===== src/rtl/adder_n_bit.sv =====
// adder_n_bit: N-bit unsigned adder with a registered N+1-bit sum and a
// one-cycle out_valid pulse. Defining ADDER_BCD_OUT_EN adds a packed-BCD
// copy of the sum, registered in the same stage as sum.
module adder_n_bit #(
  parameter int unsigned N      = 10,
  parameter int unsigned DIGITS = 4
) (
  input  logic              clk,
  input  logic              rst,
  input  logic              in_valid,
  input  logic [N-1:0]      a,
  input  logic [N-1:0]      b,
  output logic              out_valid,
`ifdef ADDER_BCD_OUT_EN
  output logic [4*DIGITS-1:0] bcd,
`endif
  output logic [N:0]        sum
);

  localparam int unsigned SW = N + 1;
  localparam int unsigned BW = 4 * DIGITS;

  logic [SW-1:0] sum_d;
  logic [SW-1:0] sum_q;
  logic          valid_q;

  // Full-width addition; the extra bit holds the carry so nothing truncates.
  always_comb begin
    sum_d = SW'(a) + SW'(b);
  end

`ifdef ADDER_BCD_OUT_EN
  logic [BW-1:0] bcd_d;
  logic [BW-1:0] bcd_q;

  // Shift-and-add-3 conversion of the adder result, MSB first.
  always_comb begin
    bcd_d = '0;
    for (int i = int'(SW) - 1; i >= 0; i--) begin
      for (int d = 0; d < int'(DIGITS); d++) begin
        if (bcd_d[4*d +: 4] >= 4'd5) begin
          bcd_d[4*d +: 4] = bcd_d[4*d +: 4] + 4'd3;
        end
      end
      bcd_d = {bcd_d[BW-2:0], sum_d[i]};
    end
  end

  // Output register for bcd; loads together with sum.
  always_ff @(posedge clk) begin
    if (rst) begin
      bcd_q <= '0;
    end else if (in_valid) begin
      bcd_q <= bcd_d;
    end
  end

  assign bcd = bcd_q;
`endif

  // Result register and valid flop; reset wins over an incoming valid.
  always_ff @(posedge clk) begin
    if (rst) begin
      sum_q   <= '0;
      valid_q <= 1'b0;
    end else begin
      valid_q <= in_valid;
      if (in_valid) begin
        sum_q <= sum_d;
      end
    end
  end

  assign sum       = sum_q;
  assign out_valid = valid_q;

endmodule


===== config.mk =====
export PLATFORM = sky130hd
export DESIGN_NAME = adder_n_bit
export DESIGN_NICKNAME = d
export VERILOG_FILES = /design/src/rtl/adder_n_bit.sv
export SDC_FILE = /design/constraint.sdc
export NUM_CORES = 1
export LEC_CHECK = 0
export CAP_MARGIN = 20
export CORE_ASPECT_RATIO = 1.1
export CORE_MARGIN = 4
export CORE_UTILIZATION = 37
export CTS_CLUSTER_DIAMETER = 50
export CTS_CLUSTER_SIZE = 24
export DETAILED_ROUTE_END_ITERATION = 16
export PLACE_DENSITY = 0.7
export SYNTH_ARGS = -nofsm -noshare
export SYNTH_HDL_FRONTEND = slang
export SYNTH_SLANG_ARGS = --single-unit

===== constraint.sdc =====
create_clock -name clk -period 2.27 [get_ports clk]
set_input_delay 0.454 -clock clk [delete_from_list [all_inputs] [get_ports clk]]
set_output_delay 0.454 -clock clk [all_outputs]
set_load 0.03 [all_outputs]

; Yosys cells after proc, flatten, opt, wreduce, memory -nomap -nowiden
; Index checks and enable logic that the tools add are counted.
[totals]
reg_bits = 12
inputBits = 23
output_inout_bits = 12
[classes]
add_sub_neg = 1
[op_table]
columns = op, n
row1 = $add A10 B10 Y11, 1

; Longest topological paths before layout
[logic_depth]
word_depth = 1
ltp_mapped = 8
ltp_nobuf = 8

; Worst setup path before layout
; OpenSTA, ideal clock, no wires.
[synth_timing]
kind = in2reg
start = input port a[0]
end = register sum_q[6] (netlist: sum[6])
cell_stages = 8
path_slack_ns = 0.121
setup_time_ns = 0.095
n_path_buf = 0
required_time_ns = 2.175
arrival_ns = 2.054
cell_sequence = ha_1 inv_1 fa_1 nand2b_1 a21oi_2 a31oi_1 or4b_1 o311ai_1
[synth_via]
elab_chain_len = 1
[synth_rtl]
columns = item, line
row1 = start: declaration, 11  ; input logic [N-1:0] a,
row2 = $add A10 B10 Y11, 29  ; sum_d = SW'(a) + SW'(b);
row3 = end signal: assignment, 69  ; sum_q <= sum_d;
row4 = end: declaration, 24  ; logic [SW-1:0] sum_q;
; No other way between the ends.
; A chain may end at the register's enable or synchronous reset.

; Final worst setup path
[layout_timing]
start = input port b[1]
end = register sum_q[6] (netlist: sum[6])
[layout_via]
elab_chain_len = 1
[layout_rtl]
columns = item, line
row1 = start: declaration, 12  ; input logic [N-1:0] b,
row2 = $add A10 B10 Y11, 29
; No other way between the ends.

==> impl_metrics.json <==
{
  "setup_ws_ps": 89.9,
  "static-leakage-power_nw": 0.605,
  "fillers": 180,
  "routed-wl-met3_um": 75,
  "synth_top_family_by_area": "compound AO/OA/AOI/OAI gates",
  "hp-class": "reg -> reg",
  "cts_buffers": 3,
  "relSlewSlack_pct": 75.1,
  "maxSlewViolCount": 0,
  "powerDensity_nw_per_um2": 522,
  "ys_warn_count": 0,
  "io_buffer_count": 34,
  "die_area_sq_um": 3070,
  "crit_buf_inv": 2,
  "fp.dieH_um": 57.7,
  "dp_hpwl_mm": 1.60,
  "drt_iter0_markers": 12,
  "dr_wl_met2_mm": 1.04,
  "synth_ff_type": "dfxtp_1",
  "synth_xor_area_share_pct": 6.32,
  "m1WireLength_um": 822,
  "ys_ff_latch": 12,
  "report.final.setup_viol": 0,
  "highest_layer": "met4",
  "clk_pin_slew_ps": 80,
  "intPower_w": 0.000486,
  "ctsHoldBuffers": 0,
  "vias_per_cell": 4.90,
  "p_total_w": 0.000718,
  "path_cells": "clkdlybuf4s50_1, inv_1, fa_2, nand2b_4, a21oi_4, a31oi_4, or4b_4, o311ai_2",
  "clock_skew_ps": 0,
  "grt.total_usage_pct": 14.1,
  "drive_gt1_share_pct": 20.1,
  "p_seq_share_pct": 33.7,
  "sw_frac_of_total_pct": 32.3,
  "end_kind": "register",
  "whs_ps": 468,
  "initial_core_util_pct": 40.3,
  "num_antenna_cells": 0,
  "synthMuxAreaShare_pct": 3.61,
  "ys_seq_area_share_pct": 28.9,
  "vias": 843,
  "cpMaxStageDelayCell": "or4b_4",
  "grt_pass1_wl_mm": 3.33,
  "grt_pass1_vias": 853,
  "dr.pass1.iters": 4,
  "comb_power_share_pct": 42.4,
  "wirelength_mm": 1.96,
  "period_minus_slack_ps": 2180,
  "cts_tree": "built",
  "tightest_slew_ps": 370,
  "rsz0062_at_grt": "false",
  "finalHoldViolCount": 0,
  "crit_type": "in -> reg",
  "netlist_instances": 95,
  "route.detailed.drc": 0,
  "gp_congestion": 0.778,
  "multi_input_area_sq_um": 599,
  "slowest_delay_ps": 540,
  "layout.nets": 179,
  "power_switching_w": 0.000232,
  "dp_slack_ps": -397,
  "ys_types": 34,
  "regArea_sq_um": 240,
  "clock_latency_ps": 270,
  "avgSynthCellArea_sq_um": 8.76,
  "cts_root_buf": "clkbuf_4",
  "clock-sinks": 12,
  "grt_max_degree": 13,
  "arrival_ps": 2360,
  "syn_to_final_growth_pct": 65.3,
  "clock_path_buffers": 2,
  "post-route-period-util_pct": 96.0,
  "syn_area_sq_um": 832,
  "antenna_found_initial": 0,
  "synthSimpleGateAreaFrac_pct": 17.3,
  "maxCapViolations": 0,
  "htree_levels": 1,
  "synth_fa_ha_area_share_pct": 17.4,
  "critical_path.top_delay_family": "simple AND/OR/NAND/NOR gates",
  "synth-edff-count": 0,
  "synth_fp_nets": 129,
  "critPathLaunchType": "input port",
  "overflow": 0,
  "rows": 17,
  "synth-compound-area-share_pct": 21.1,
  "cp.required_ps": 2450,
  "cp_max_fo": 2,
  "die_x_um": 53.2,
  "fmax_ghz": 0.459,
  "vdd_drop_max_mv": 0.283,
  "io_pins": 35,
  "wire_per_inst_um": 11.4,
  "async_flop_share_pct": 0,
  "core_area_sq_um": 2060,
  "p_clk_share_pct": 23.9,
  "ant_nets": 0,
  "status": "finished, final reports clean"
}
## power groups by stage
stage / combinational [W] / clock [W] / sequential (W)
3_5_place_dp: 0.000282 / 0 / 0.000247
3_3_place_gp: 0.000278 / 0 / 0.000246
4_1_cts: 0.000299 / 0.000177 / 0.000243
2_1_floorplan: 0.000115 / 0 / 0.000288
6_report: 0.000305 / 0.000171 / 0.000242
5_1_grt: 0.000333 / 0.000184 / 0.000245
## worst min-delay path, cell delays in order, from the launching register on
cell     delay, ps
dfxtp_1        330
nand2_1         40
o21ai_0         60
## layout make-up
| cell class | instances | share of cell area [%] |
|---|---|---|
| inverters | 7 | 1.91 |
| well taps | 28 | 2.55 |
| clock buffers | 4 | 2.64 |
| flip-flops and latches | 12 | 17.5 |
| multi-input cells | 74 | 43.6 |
| repair buffers | 47 | 31.8 |
## cell families after synthesis
group	Yosys count
adder cells (fa/ha/maj)	11
XOR/XNOR	6
multiplexers	3
flip-flops	12
AO/OA/AOI/OAI	26
AND/OR/NAND/NOR	28
buffers and inverters	9
## cells in the mapped netlist, drive strengths merged (2+ instances only)
cell / number / area, sq um
xnor2: 3 / 26.3
inv: 7 / 26.3
xor2: 3 / 26.3
nand2b: 4 / 25.0
ha: 10 / 125
nor3b: 2 / 15.0
dfxtp: 12 / 240
a31oi: 2 / 12.5
o22ai: 2 / 12.5
nand2: 6 / 22.5
o21ai: 5 / 25.0
mux2i: 3 / 30.0
a21o: 2 / 16.3
nor2: 10 / 37.5
a211oi: 2 / 15.0
a21oi: 6 / 33.8
## timing repair
item / CTS / global route
endpoints found under the hold margin: 0 / 0
endpoints found under the setup margin: 3 / 4
gates resized for setup: 11 / 4
pin swaps: 5 / 1
setup buffers: 1 / 1
## path summary, 6_finish.rpt
check                                          from             endpoint  slack, ps  cells past startpoint
worst max-delay path                           b[1]  sum[6]$_SDFFE_PP0P_         90                      8
worst min-delay path            sum[9]$_SDFFE_PP0P_  sum[9]$_SDFFE_PP0P_        470                      2
worst max register to register  sum[6]$_SDFFE_PP0P_  sum[6]$_SDFFE_PP0P_       1510                      2
worst min register to register  sum[9]$_SDFFE_PP0P_  sum[9]$_SDFFE_PP0P_        470                      2
## layer usage
layer | up-vias | track usage [%]
met5 | - | 0
met4 | 0 | 8.76
met3 | 2 | 1.29
met2 | 18 | 23.8
met1 | 385 | 16.8
li1 | 438 | -
## placed cells by master, fill, tap and decap left out, drive strengths merged, types with 2 or more instances in the layout
cell,n
nand2b,4
nand2,6
inv,7
mux2i,3
a21o,2
dfxtp,12
o21ai,5
buf,13
xnor2,3
o22ai,2
nor3b,2
a211oi,2
dlygate4sd2,2
a21oi,6
clkbuf,4
nor2,10
clkdlybuf4s50,31
a31oi,2
ha,10
xor2,3
## stage by stage
stage / utilization, % / setup TNS (ps) / instance area, sq um / std cells
final: 66.6 / 0 / 1380 / 172
after global routing: 66.6 / 0 / 1380 / 172
after CTS: 65.7 / 0 / 1360 / 171
after detailed placement: 61.6 / -1460 / 1270 / 166
after global placement: 61.6 / -1130 / 1270 / 166
after floorplan: - / 0 / 832 / 95
## registers in the layout (all words and copies together), names as in the netlist
| name | count |
|---|---|
| out_valid | 1 |
| sum | 11 |
Power figures use the tool's default switching activity.
